`config.mk`:
```
export PLATFORM = sky130hd
export DESIGN_NAME = ahb_lite_bus_ctrl
export DESIGN_NICKNAME = d
export VERILOG_FILES = /design/src/rtl/ahb_lite_bus_ctrl_pkg.sv /design/src/rtl/ahb_default_slave.sv /design/src/rtl/ahb_lite_bus_ctrl.sv
export SDC_FILE = /design/constraint.sdc
export NUM_CORES = 1
export LEC_CHECK = 0
export ABC_CLOCK_PERIOD_IN_PS = 3000
export BUFFER_PORTS_ARGS = -buffer_cell sky130_fd_sc_hd__buf_4
export CORE_AREA = 2 2 56 58
export CTS_BUF_LIST = sky130_fd_sc_hd__clkbuf_16
export DETAILED_ROUTE_END_ITERATION = 10
export DIE_AREA = 0 0 58 60
export PLACE_DENSITY = 0.89
export REMOVE_ABC_BUFFERS = 1
export SLEW_MARGIN = 5
export SYNTH_ARGS = -nofsm -noshare
export SYNTH_HDL_FRONTEND = slang
export SYNTH_SLANG_ARGS = --single-unit
```
`constraint.sdc`:
```
create_clock -name HCLK -period 3 [get_ports HCLK]
set_input_delay 0.6 -clock HCLK [delete_from_list [all_inputs] [get_ports HCLK]]
set_output_delay 0.6 -clock HCLK [all_outputs]
set_load 0.005 [all_outputs]
```
`src/rtl/ahb_lite_bus_ctrl_pkg.sv`:
```
// Shared definitions for the AHB-Lite bus controller slice: transfer types,
// data-phase select encoding, default-slave states and response bundle.
package ahb_lite_bus_ctrl_pkg;

    typedef enum logic [1:0] {
        IDLE   = 2'b00,
        BUSY   = 2'b01,
        NONSEQ = 2'b10,
        SEQ    = 2'b11
    } Trans_t;

    typedef enum logic [1:0] {
        DSEL_NONE = 2'd0,
        DSEL_S0   = 2'd1,
        DSEL_S1   = 2'd2,
        DSEL_DEF  = 2'd3
    } Dsel_t;

    typedef enum logic [1:0] {
        DS_OKAY = 2'd0,
        DS_ERR1 = 2'd1,
        DS_ERR2 = 2'd2
    } DsState_t;

    // Response/ready pair returned to the master (data travels separately).
    typedef struct packed {
        logic hresp;
        logic hready;
    } Slave_t;

    // NONSEQ and SEQ are the only transfer types that demand a response.
    function automatic logic trans_active(input logic [1:0] htrans);
        return (htrans == NONSEQ) || (htrans == SEQ);
    endfunction

endpackage

```
`src/rtl/ahb_default_slave.sv`:
```
// Built-in default slave: produces the two-cycle AHB ERROR response
// (ERR1: wait + ERROR, ERR2: ready + ERROR) for unmapped transfers and for
// forced errors such as a wait-state timeout.
module ahb_default_slave
    import ahb_lite_bus_ctrl_pkg::*;
(
    input  logic HCLK,
    input  logic HRESET,
    input  logic start,
    input  logic force_err,
    output logic ds_hready,
    output logic ds_hresp
);

    DsState_t state_q, state_d;

    // Next-state: ERR1 always advances; ERR2 can chain straight into a new ERR1.
    always_comb begin
        state_d = state_q;
        case (state_q)
            DS_OKAY: if (start || force_err) state_d = DS_ERR1;
            DS_ERR1: state_d = DS_ERR2;
            DS_ERR2: state_d = start ? DS_ERR1 : DS_OKAY;
            default: state_d = DS_OKAY;
        endcase
    end

    // State register with synchronous reset.
    always_ff @(posedge HCLK) begin
        if (HRESET) begin
            state_q <= DS_OKAY;
        end else begin
            state_q <= state_d;
        end
    end

    assign ds_hready = (state_q != DS_ERR1);
    assign ds_hresp  = (state_q != DS_OKAY);

endmodule

```
`src/rtl/ahb_lite_bus_ctrl.sv`:
```
// AHB-Lite interconnect controller: address decode to two slaves plus a
// built-in default slave, registered data-phase select and response mux.
// Optional wait-state timeout enabled by defining HREADY_TIMEOUT_EN.
module ahb_lite_bus_ctrl
    import ahb_lite_bus_ctrl_pkg::*;
#(
    parameter int unsigned           ADDRWIDTH = 32,
    parameter int unsigned           DATAWIDTH = 32,
    parameter logic [ADDRWIDTH-1:0]  S0_BASE   = 32'h0000_0000,
    parameter logic [ADDRWIDTH-1:0]  S0_MASK   = 32'hF000_0000,
    parameter logic [ADDRWIDTH-1:0]  S1_BASE   = 32'h1000_0000,
    parameter logic [ADDRWIDTH-1:0]  S1_MASK   = 32'hF000_0000
`ifdef HREADY_TIMEOUT_EN
    ,
    parameter int unsigned           TIMEOUT_CYCLES = 16
`endif
) (
    input  logic                 HCLK,
    input  logic                 HRESET,
    input  logic [ADDRWIDTH-1:0] HADDR,
    input  logic [1:0]           HTRANS,
    output logic                 HSEL0,
    output logic                 HSEL1,
    input  logic [DATAWIDTH-1:0] HRDATA0,
    input  logic                 HRESP0,
    input  logic                 HREADYOUT0,
    input  logic [DATAWIDTH-1:0] HRDATA1,
    input  logic                 HRESP1,
    input  logic                 HREADYOUT1,
    output logic [DATAWIDTH-1:0] HRDATA,
    output logic                 HRESP,
    output logic                 HREADY,
    output logic [1:0]           MUX_SEL,
    output logic                 TIMEOUT
);

    logic   s0_match, s1_match;
    logic   unmapped_active;
    logic   start, force_err;
    logic   ds_hready, ds_hresp;
    Dsel_t  dsel_q, dsel_d;
    Slave_t rsp;
    logic [DATAWIDTH-1:0] rdata;

    // Address decode; slave 0 wins where the two windows overlap.
    always_comb begin
        s0_match        = ((HADDR & S0_MASK) == S0_BASE);
        s1_match        = ((HADDR & S1_MASK) == S1_BASE) && !s0_match;
        unmapped_active = !s0_match && !s1_match && trans_active(HTRANS);
        if (s0_match) begin
            dsel_d = DSEL_S0;
        end else if (s1_match) begin
            dsel_d = DSEL_S1;
        end else if (unmapped_active) begin
            dsel_d = DSEL_DEF;
        end else begin
            dsel_d = DSEL_NONE;
        end
    end

    assign HSEL0 = s0_match;
    assign HSEL1 = s1_match;
    assign start = HREADY && unmapped_active;

    // Data-phase select advances only when the current data phase completes.
    always_ff @(posedge HCLK) begin
        if (HRESET) begin
            dsel_q <= DSEL_NONE;
        end else if (HREADY) begin
            dsel_q <= dsel_d;
        end
    end

    assign MUX_SEL = dsel_q;

    ahb_default_slave u_default_slave (
        .HCLK      (HCLK),
        .HRESET    (HRESET),
        .start     (start),
        .force_err (force_err),
        .ds_hready (ds_hready),
        .ds_hresp  (ds_hresp)
    );

    // Response mux back to the master.
    always_comb begin
        rdata = '0;
        rsp   = '{hresp: 1'b0, hready: 1'b1};
        case (dsel_q)
            DSEL_S0: begin
                rdata = HRDATA0;
                rsp   = '{hresp: HRESP0, hready: HREADYOUT0};
            end
            DSEL_S1: begin
                rdata = HRDATA1;
                rsp   = '{hresp: HRESP1, hready: HREADYOUT1};
            end
            DSEL_DEF: rsp = '{hresp: ds_hresp, hready: ds_hready};
            default: ;
        endcase
`ifdef HREADY_TIMEOUT_EN
        // A timeout error sequence replaces whatever the stalled slave drives.
        if (ds_hresp) begin
            rdata = '0;
            rsp   = '{hresp: ds_hresp, hready: ds_hready};
        end
`endif
    end

    assign HRDATA = rdata;
    assign HRESP  = rsp.hresp;
    assign HREADY = rsp.hready;

`ifdef HREADY_TIMEOUT_EN
    localparam int unsigned CntW = (TIMEOUT_CYCLES > 1) ? $clog2(TIMEOUT_CYCLES) : 1;

    logic [CntW-1:0] cnt_q, cnt_d;
    logic            waiting;
    logic            timeout_q;

    // Count wait cycles of the selected slave; fire on the last allowed one.
    always_comb begin
        waiting   = !ds_hresp &&
                    (((dsel_q == DSEL_S0) && !HREADYOUT0) ||
                     ((dsel_q == DSEL_S1) && !HREADYOUT1));
        force_err = waiting && (cnt_q == CntW'(TIMEOUT_CYCLES - 1));
        cnt_d     = (waiting && !force_err) ? cnt_q + CntW'(1) : '0;
    end

    // Counter and the TIMEOUT pulse, which lines up with the ERR1 cycle.
    always_ff @(posedge HCLK) begin
        if (HRESET) begin
            cnt_q     <= '0;
            timeout_q <= 1'b0;
        end else begin
            cnt_q     <= cnt_d;
            timeout_q <= force_err;
        end
    end

    assign TIMEOUT = timeout_q;
`else
    assign force_err = 1'b0;
    assign TIMEOUT   = 1'b0;
`endif

endmodule

```
==> results.py <==
metrics = {
    "clocking": {
        "cts_tree": "yes",
        "postCtsSetupBuffers": 0,
        "htree_levels": 1,
        "worstSkewPairLatency_ns": 0.23,
        "cts.repair.resized": 0,
        "cts_hold_buf": 0,
        "clk_path_buf_depth": 2,
        "cts_root_buf": "clkbuf_16",
        "clk_pin_slew_ns": 0.03,
        "clkSinkCount": 4,
        "cts_buffers": 3,
    },
    "flow_run": {
        "maxCapViolCount": 0,
    },
    "yosys": {
        "synth_top_area_frac": 0.325,
        "ys_types": 22,
        "postSynth.asyncResetShare": 0,
        "synth_edf_count": 0,
        "synth.area.top_cells": "a22oi_1, nor2b_1, dfxtp_1",
        "syn_area_um2": 763,
        "synth_flop_cell": "dfxtp_1",
        "syn_avg_cell_area_um2": 7.27,
        "ys_ff_latch": 4,
        "synthCells": 105,
        "ys_seq_area_frac": 0.105,
        "yosysTopAreaCell": "a22oi_1",
        "synth_warnings": 0,
    },
    "drt": {
        "first_pass_iters": 4,
        "vias_per_cell": 4.89,
        "vias": 1189,
        "wl_per_cell_um": 12.8,
        "postRouteAntennaNets": 0,
        "drt_iter0_markers": 98,
        "drc": 0,
        "wirelength_mm": 3.12,
    },
    "placed_design": {
        "dp.cells": 240,
        "routabilityCongestion": 0.711,
        "port_buffers": 112,
        "dp_hpwl_mm": 2.45,
    },
    "sta": {
        "holdWs_ns": 0.457,
        "fin_crit_sh": 0.820,
        "min_period_ns": 2.46,
        "max_freq_ghz": 0.406,
        "skew_ns": 0.000463,
        "max-slew-margin-rel": 0.503,
        "report.final.slew_viol_count": 0,
        "hold_viol_final": 0,
        "finalSetupTns_ns": 0,
        "rsz0062_at_grt": "no",
        "max_slew.worst_pin.slew_ns": 0.745,
        "setup_viol": 0,
    },
    "global_route": {
        "grt_overflow_total": 0,
        "busiest_layer": "met2",
        "grt_util_met1": 0.166,
        "grt_max_degree": 34,
        "grt_pass1_vias": 1027,
        "grt_util_met2": 0.323,
        "gr-usage-all-layers": 0.165,
        "antenna_found_initial": 0,
        "grt_pass1_wl_mm": 4.49,
        "gr-usage-met3": 0.0476,
    },
    "worst_setup_path": {
        "cp-startpoint": "MUX_SEL[0]",
        "r2r_start": "MUX_SEL[1]",
        "path_cells": "inv_1 -> ha_1 -> nor2b_1 -> buf_4",
        "cp-start-kind": "register",
        "path_depth": 4,
        "cp.arrival_ns": 1.86,
        "cp_num_buf_inv": 2,
        "critPathSlowestCell": "ha_1",
        "timing.rr.end": "MUX_SEL[0]",
        "rrSetupSlack_ns": 1.23,
        "required_ns": 2.40,
        "cp_max_fo": 32,
        "cp-endpoint": "HRDATA[29]",
        "crit_family": "adder cells",
        "slowest_delay_ns": 0.78,
        "crit_type": "register to primary output",
        "rr_worst_depth": 5,
        "worst_setup_path_end_kind": "primary output",
    },
    "finish": {
        "instances_no_fill": 243,
        "synthToLayoutAreaGrowth_pct": 119,
        "nets": 320,
        "nFillCells": 271,
        "register_area_um2": 80.1,
        "diodes": 0,
        "multi_input_area_um2": 608,
        "layout-drive-gt1-share": 0.557,
    },
    "worst_hold_path": {
        "min_from": "u_default_slave.state_q[0]",
        "hold_class": "register to register",
    },
    "floorplanning": {
        "ioPinCount": 143,
        "floorplan.initialDensity": 0.263,
        "die_y_um": 60,
        "die_w_um": 58,
        "core_area_mm2": 0.00290,
        "fp.dieArea_mm2": 0.00348,
        "rows": 20,
    },
    "status": {
        "run_status": "finished, final reports clean",
    },
    "power": {
        "ir_drop_uv": 613,
        "power.leakage_nw": 0.809,
        "power.density_mw_per_mm2": 610,
    },
}
-- report_power, final --
group          leakage, nW  internal (mW)  switching (mW)
logic                0.739          0.410           0.318
clock network       0.0370          0.171          0.0408
registers           0.0330         0.0665          0.0146
-- registers in the layout (all words and copies together) (netlist names) --
signal and flops:
MUX_SEL 2, u_default_slave.state_q 2
-- through the flow --
stage	total power, mW	setup slack (ns)	util	area (um^2)
floorplan	0.467	0.845	-	699
global placement	0.810	0.782	0.550	1600
detailed placement	0.817	0.743	0.550	1600
CTS	1.03	0.497	0.576	1670
global route	1.10	0.346	0.576	1670
finish	1.02	0.540	0.576	1670
-- logic make-up after synthesis --
| kind of cell | share of synthesized area |
|---|---|
| compound gates | 0.411 |
| fa+ha+maj | 0.0656 |
| buf+inv | 0.0984 |
| flops | 0.105 |
| other cells | 0.00491 |
| simple gates | 0.315 |
-- per-layer routing --
layer  wire length (um)  part of all wire
met5                  0                 0
met4                 29            0.0093
met3                369              0.12
met2               1640              0.52
met1               1090              0.35
-- final cells by class --
type | instances | area share
Tap cell | 33 | 0.0247
Timing Repair Buffer | 114 | 0.512
Multi-Input combinational cell | 86 | 0.364
Sequential cell | 4 | 0.0479
Inverter | 3 | 0.00674
Clock buffer | 3 | 0.0449
-- synthesized netlist by cell type (2+ instances only) --
master	instances
inv_1	3
a211oi_1	3
ha_1	4
a22oi_1	33
dfxtp_1	4
buf_6	2
clkbuf_1	9
nor2b_1	33
-- layout by cell type, fill, tap and decap left out, drive strengths merged --
cell type  instances
buf              114
a22oi             33
nor2b             33
dfxtp              4
ha                 4
inv                3
a211oi             3
clkbuf             3
nand2b             1
a221o              1
a21o               1
nor4               1
nor3               1
nand2              1
o21ai              1
a21oi              1
o31ai              1
nor4b              1
a311oi             1
nor2               1
conb               1
-- how the worst min path moves through the flow --
stage | end | slack, ns | depth (start not counted)
floorplan | u_default_slave.state_q[0] | 0.42 | 1
global placement | u_default_slave.state_q[0] | 0.43 | 1
detailed placement | u_default_slave.state_q[0] | 0.46 | 1
CTS | u_default_slave.state_q[0] | 0.46 | 1
global route | u_default_slave.state_q[0] | 0.47 | 1
finish | u_default_slave.state_q[0] | 0.46 | 1
-- worst register-to-register path, cell delays in order, from the launching register on --
cell and delay, ns:
dfxtp_1 0.39, inv_1 0.08, ha_1 0.35, a221o_1 0.43, a21o_1 0.21, a211oi_1 0.22
Note: power is estimated with default switching activity, not from simulation.
